<file path="src/rtl/serial_subtractor_if.sv">
// Handshake bundle for the bit-serial subtractor: operand request side and result side.
interface serial_subtractor_if #(
    parameter int WIDTH = 8
);
    logic             in_valid;
    logic             in_ready;
    logic [WIDTH-1:0] a;
    logic [WIDTH-1:0] b;
    logic             bin;
    logic             out_valid;
    logic             out_ready;
    logic [WIDTH-1:0] diff;
    logic             bout;
    logic             zero;

    modport master (
        output in_valid, a, b, bin, out_ready,
        input  in_ready, out_valid, diff, bout, zero
    );

    modport slave (
        input  in_valid, a, b, bin, out_ready,
        output in_ready, out_valid, diff, bout, zero
    );
endinterface

</file>
<file path="src/rtl/serial_subtractor.sv">
// Bit-serial subtractor: one full-subtractor cell walks the operands LSB-first,
// with a registered borrow, and holds the result until the consumer takes it.
module serial_subtractor #(
    parameter int WIDTH = 8
) (
    input logic             clk,
    input logic             rst_n,
    serial_subtractor_if.slave bus
);
    localparam int CW = $clog2(WIDTH + 1);

    typedef enum logic [1:0] {IDLE, SHIFT, DONE} state_t;

    state_t           state, state_nxt;
    logic [WIDTH-1:0] a_sr, b_sr, res_sr, diff_q, res_full;
    logic             br, br_nxt, d, bout_q, zero_q, last, accept;
    logic [CW-1:0]    cnt;

    assign accept   = (state == IDLE) && bus.in_valid;
    assign last     = (cnt == CW'(WIDTH - 1));
    assign d        = a_sr[0] ^ b_sr[0] ^ br;
    assign br_nxt   = (~a_sr[0] & b_sr[0]) | (b_sr[0] & br) | (~a_sr[0] & br);
    assign res_full = {d, res_sr[WIDTH-1:1]};

    always_ff @(posedge clk or negedge rst_n) begin
        if (!rst_n) state <= IDLE;
        else        state <= state_nxt;
    end

    always_comb begin
        state_nxt = state;
        case (state)
            IDLE:    if (accept) state_nxt = SHIFT;
            SHIFT:   if (last) state_nxt = DONE;
            DONE:    if (bus.out_ready) state_nxt = IDLE;
            default: state_nxt = IDLE;
        endcase
    end

    always_comb begin
        bus.in_ready  = 1'b0;
        bus.out_valid = 1'b0;
        case (state)
            IDLE:    bus.in_ready  = 1'b1;
            DONE:    bus.out_valid = 1'b1;
            default: ;
        endcase
    end

    // Result registers move only on completion, so they also hold through IDLE.
    always_ff @(posedge clk or negedge rst_n) begin
        if (!rst_n) begin
            a_sr   <= '0;
            b_sr   <= '0;
            res_sr <= '0;
            br     <= 1'b0;
            cnt    <= '0;
            diff_q <= '0;
            bout_q <= 1'b0;
            zero_q <= 1'b0;
        end else begin
            case (state)
                IDLE: if (accept) begin
                    a_sr <= bus.a;
                    b_sr <= bus.b;
                    br   <= bus.bin;
                    cnt  <= '0;
                end
                SHIFT: begin
                    a_sr   <= a_sr >> 1;
                    b_sr   <= b_sr >> 1;
                    res_sr <= res_full;
                    br     <= br_nxt;
                    cnt    <= cnt + CW'(1);
                    if (last) begin
                        diff_q <= res_full;
                        bout_q <= br_nxt;
                        zero_q <= (res_full == '0);
                    end
                end
                default: ;
            endcase
        end
    end

    assign bus.diff = diff_q;
    assign bus.bout = bout_q;
    assign bus.zero = zero_q;
endmodule

</file>
<file path="src/flat_wrapper.sv">
// flat-port wrapper written by rule: the top's interface ports become plain ports
module serial_subtractor_flat 
#(
    parameter int WIDTH = 8
)
  (clk, rst_n, bus_in_valid, bus_a, bus_b, bus_bin, bus_out_ready, bus_in_ready, bus_out_valid, bus_diff, bus_bout, bus_zero);
  serial_subtractor_if #(.WIDTH(WIDTH)) bus_i ();
  input logic clk;
  input logic rst_n;
  input wire logic [$bits(bus_i.in_valid)-1:0] bus_in_valid;
  input wire logic [$bits(bus_i.a)-1:0] bus_a;
  input wire logic [$bits(bus_i.b)-1:0] bus_b;
  input wire logic [$bits(bus_i.bin)-1:0] bus_bin;
  input wire logic [$bits(bus_i.out_ready)-1:0] bus_out_ready;
  output wire logic [$bits(bus_i.in_ready)-1:0] bus_in_ready;
  output wire logic [$bits(bus_i.out_valid)-1:0] bus_out_valid;
  output wire logic [$bits(bus_i.diff)-1:0] bus_diff;
  output wire logic [$bits(bus_i.bout)-1:0] bus_bout;
  output wire logic [$bits(bus_i.zero)-1:0] bus_zero;
  assign bus_i.in_valid = bus_in_valid;
  assign bus_i.a = bus_a;
  assign bus_i.b = bus_b;
  assign bus_i.bin = bus_bin;
  assign bus_i.out_ready = bus_out_ready;
  assign bus_in_ready = bus_i.in_ready;
  assign bus_out_valid = bus_i.out_valid;
  assign bus_diff = bus_i.diff;
  assign bus_bout = bus_i.bout;
  assign bus_zero = bus_i.zero;
  serial_subtractor #(.WIDTH(WIDTH)) u_core (.clk(clk), .rst_n(rst_n), .bus(bus_i));
endmodule
</file>
<file path="config.mk">
export PLATFORM = sky130hd
export DESIGN_NAME = serial_subtractor_flat
export DESIGN_NICKNAME = d
export VERILOG_FILES = /design/src/rtl/serial_subtractor_if.sv /design/src/rtl/serial_subtractor.sv /design/src/flat_wrapper.sv
export SDC_FILE = /design/constraint.sdc
export NUM_CORES = 1
export LEC_CHECK = 0
export CAP_MARGIN = 0
export CORE_UTILIZATION = 55
export CTS_CLUSTER_DIAMETER = 40
export DETAILED_ROUTE_END_ITERATION = 16
export GPL_TIMING_DRIVEN = 1
export PLACE_DENSITY_LB_ADDON = 0.08
export SLEW_MARGIN = 0
export SYNTH_ARGS = -nofsm -noshare
export SYNTH_HDL_FRONTEND = slang
export SYNTH_SLANG_ARGS = --single-unit
export TNS_END_PERCENT = 10
</file>
<file path="constraint.sdc">
create_clock -name clk -period 4.8 [get_ports clk]
set_clock_uncertainty 0.05 [all_clocks]
set_input_delay 0.48 -clock clk [delete_from_list [all_inputs] [get_ports clk]]
set_output_delay 0.48 -clock clk [all_outputs]
set_load 0.1 [all_outputs]
</file>
== Word level (Yosys, flattened, before mapping) ==
Cells that the tools add are included.
Storage, ports and cells
  output and inout port bits: 12
  word-level logic and storage cells: 45
  flip-flop bits (word level): 41
  input port bits: 21
Cells by class
  reduce and logical (&&, ||, !) cells: 7
  add/subtract/negate cells: 1
  equal/unequal tests: 6
  multiplexer cells: 14
  bitwise gates (word level): 8
Operators with widths (count)
  one-hot mux 8 bit (2 select lines): 2
  two-way mux 8 bit: 2
  zero test 8 bit: 1
  one-hot mux 4 bit (2 select lines): 1
  two-way mux 2 bit: 3
  one-hot mux 2 bit (3 select lines): 1
  adder 4 x 1 -> 4 bit, second input constant: 1
  equality test 4 x 3 -> 1 bit, second input constant: 1
  two-way mux 4 bit: 1
  inequality test 2 x 1 -> 1 bit, second input constant: 2
  AND reduction 2 bit: 2
  AND 1 bit: 3
  two-way mux 1 bit: 3
  AND reduction 3 bit: 1
  equality test 2 x 1 -> 1 bit, second input constant: 1
  equality test 2 bit, second input constant: 1
  zero test 2 bit: 1
  inequality test 2 bit, second input constant: 1
  bitwise OR 1 bit: 2
  one-hot mux 1 bit (2 select lines): 1
  nonzero test 2 bit: 1
  XOR 1 bit: 2
  logical AND 1 bit: 1
  inverter 1 bit: 1

== Depth between registers and ports, before layout ==
  word-level depth: 5
  gate-level depth with buffers: 6
  gate-level depth less buffers: 4

== Worst setup path before layout ==
No wires, ideal clock.
  kind: flip-flop to output port
  start: register u_core.state[1]
  end: output port bus_in_ready
  cell stages (with the launch flop): 4
  setup slack: 2.291 ns
  path buffers: 2
  data arrival time: 1.979 ns
  cells stage by stage: dfrtp_1 > buf_2 > buf_2 > nor2_1
On the way
  longest elaborated chain between the ends: 2
RTL lines
  start, declared: line serial_subtractor.sv:14  | state_t state, state_nxt;
  start signal, assigned: line serial_subtractor.sv:27  | else state <= state_nxt;
  zero test 2 bit: line serial_subtractor.sv:43  | case (state)
  two-way mux 1 bit: line serial_subtractor.sv:43
  end, declared: line flat_wrapper.sv:15  | output wire logic [$bits(bus_i.in_ready)-1:0] bus_in_ready;
No other way between the ends.

== Worst setup path in the final report ==
  start: register u_core.state[1]
  end: output port bus_out_valid
On the way
  longest elaborated chain between the ends: 2
RTL lines
  equality test 2 bit: line serial_subtractor.sv:43
  two-way mux 1 bit: line serial_subtractor.sv:43
  end, declared: line flat_wrapper.sv:16  | output wire logic [$bits(bus_i.out_valid)-1:0] bus_out_valid;
No other way between the ends.

==> metrics <==
CP endpoint kind=output pin; Site Rows=20; worst hold path class=in -> async; Initial Util=59.2%; ys async rst share=100%; synth unique cells=29; ratio of cells with drive above 1 in the final layout=6.34%; Layout area overhead=20.0%; clock insertion delay at the later pin of the skew report=350 ps; post-CTS setup buffers=0; Overall Power=1.53 mW; dominant synthesized flop cell=dfrtp_1; drt drc=0; final wirelength=3380 µm; Cells after Synth=175; Slew Limit Fails=0; post-synthesis sequential area ratio=54.1%; GP Congestion=0.751; Arr. time, crit path=2550 ps; gr usage total=22.4%; syn nets=198; Synth top cells by count=dfrtp_1, nand2_1, a22oi_1, nor2b_1, a21oi_1; CTS root buffer=clkbuf_4; vias post-DR=1397; antenna violations before repair=0; Routed WL per cell=13.6 µm; total I/O pin count=33; Overflow after GRT=0; synth warn=0; syn_area_per_cell=10.6 µm²; first-pass GRT wire length=5870 µm; initial DRC count=57; vias in the first global route=1307; drt first pass iters=6; ranking of synthesized cells by area=dfrtp_1, a22oi_1, mux2_1; Post-DRT Antenna Nets=0; post-layout net count=227; Max IR drop VDD=266 µV; final hold viol count=0; Clk pin slew, worst setup/hold paths=110 ps; Die Height=60.0 µm; type of origin of the critical path=register; die width=60.0 µm; CTS tree=built; clock sink total=40; Cell Area, Synth=1850 µm²; fin area=2220 µm²; Worst Path Max Fanout=24; min Tclk post-route=3080 ps; number of port buffers=32; largest area contributor in the netlist=dfrtp_1; cell with the most instances after synthesis=dfrtp_1; hold buffers post-CTS=0; Worst Path Required=4270 ps; critical path class=reg -> out; Slew headroom=35.7%; Leak=0.979 nW; CTS Buf Count=5; fin crit share=64.1%; vias per inst=5.61; Antenna Diode Count=0; Fin Setup TNS=0 ps; Worst Max-Slew Pin Slew=962 ps; Post-synth EDFFs=0; maxcap violations=0; area of the die=3600 µm²; Resize count post-CTS=0; Final setup viols=0; number of synthesized register bits=40; htree depth=2; Synth top area share=54.1%; fmax=325 MHz; clk buf depth=2; unrepaired setup endpoints after global routing=false; area of the core=3130 µm²; Placed Area=2160 µm²; HPWL after detailed placement=2270 µm; result of the run=complete, no violations; WHS=185 ps; Cell Pwr Density=687 nW/µm²; largest net degree at the start of global routing=41
worst max-delay path: stages (launching register included):
cell and delay (ps):
dfrtp_1 800, nor2b_1 240, clkdlybuf4s50_1 1160
power breakdown:
group / switching (mW) / total (mW) / internal, mW
Clock: 0.108 / 0.178 / 0.0698
Combinational: 0.499 / 0.746 / 0.247
Sequential: 0.126 / 0.602 / 0.476
registers in the layout (all words and copies together), names as in the netlist:
name and flops:
u_core.a_sr 8, u_core.b_sr 8, u_core.bus.diff 8, u_core.res_sr 7, u_core.cnt 4, u_core.state 2
u_core.br 1, u_core.bus.bout 1, u_core.bus.zero 1
final timing paths:
kind / start / end / slack (ps) / cells past startpoint
max: u_core.state[1] / bus_out_valid / 1720 / 2
min: rst_n / u_core.cnt[1] / 180 / 1
max reg2reg: u_core.state[0] / u_core.a_sr[0] / 2580 / 4
min reg2reg: u_core.bus.diff[4] / u_core.bus.diff[4] / 450 / 1
max in group asynchronous: rst_n / u_core.b_sr[3] / 3970 / 1
min in group clk: u_core.bus.diff[4] / u_core.bus.diff[4] / 450 / 1
per-layer routing:
layer	up-vias	GRT usage [%]	part of all wire (%)
li1	672	-	-
met1	689	28.6	44
met2	31	36.7	51
met3	5	6.49	4.3
met4	0	6.98	1.2
met5	-	0	0
cells by family after synthesis:
kind of cell    Yosys count  synth area share [%]
simple gates             54                  15.3
flops                    40                  54.1
buf+inv                  14                  4.33
mux                      11                  6.56
compound gates           54                  17.9
fa+ha+maj                 2                  1.76
layout make-up:
cell class / instances / area (µm²)
repair buffers: 33 / 323
well taps: 44 / 55.1
inverters: 3 / 11.3
flip-flops and latches: 40 / 1000
multi-input cells: 121 / 769
clock buffers: 6 / 51.3
fillers: 262 / 907
clock inverters: 2 / 10.0
layout by cell type (no fill, tap or decap):
cell,instances
a21o_1,1
a21oi_1,14
a22o_1,2
a22oi_1,15
a2bb2oi_1,1
and2b_1,2
and4b_1,1
buf_2,1
buf_4,1
clkbuf_4,5
clkbuf_8,1
clkdlybuf4s50_1,31
clkinv_2,2
dfrtp_1,40
fa_1,1
ha_1,1
inv_1,3
mux2_1,9
mux2i_1,2
nand2_1,27
nand2b_1,1
nand2b_4,1
nand3_1,2
nor2_1,3
nor2b_1,15
nor3_4,1
nor4_1,1
o21ai_0,9
o21ai_1,10
o21bai_2,1
o311ai_1,1
metrics by stage:
step,worst slack (ps),util [%],std cells
detailed placement,2090,69.0,241
finish,1720,71.0,249
floorplan,2290,-,175
global placement,2140,69.0,241
global route,1610,71.0,249
CTS,1700,71.0,249
No activity file was read; power rests on OpenSTA's default activity.
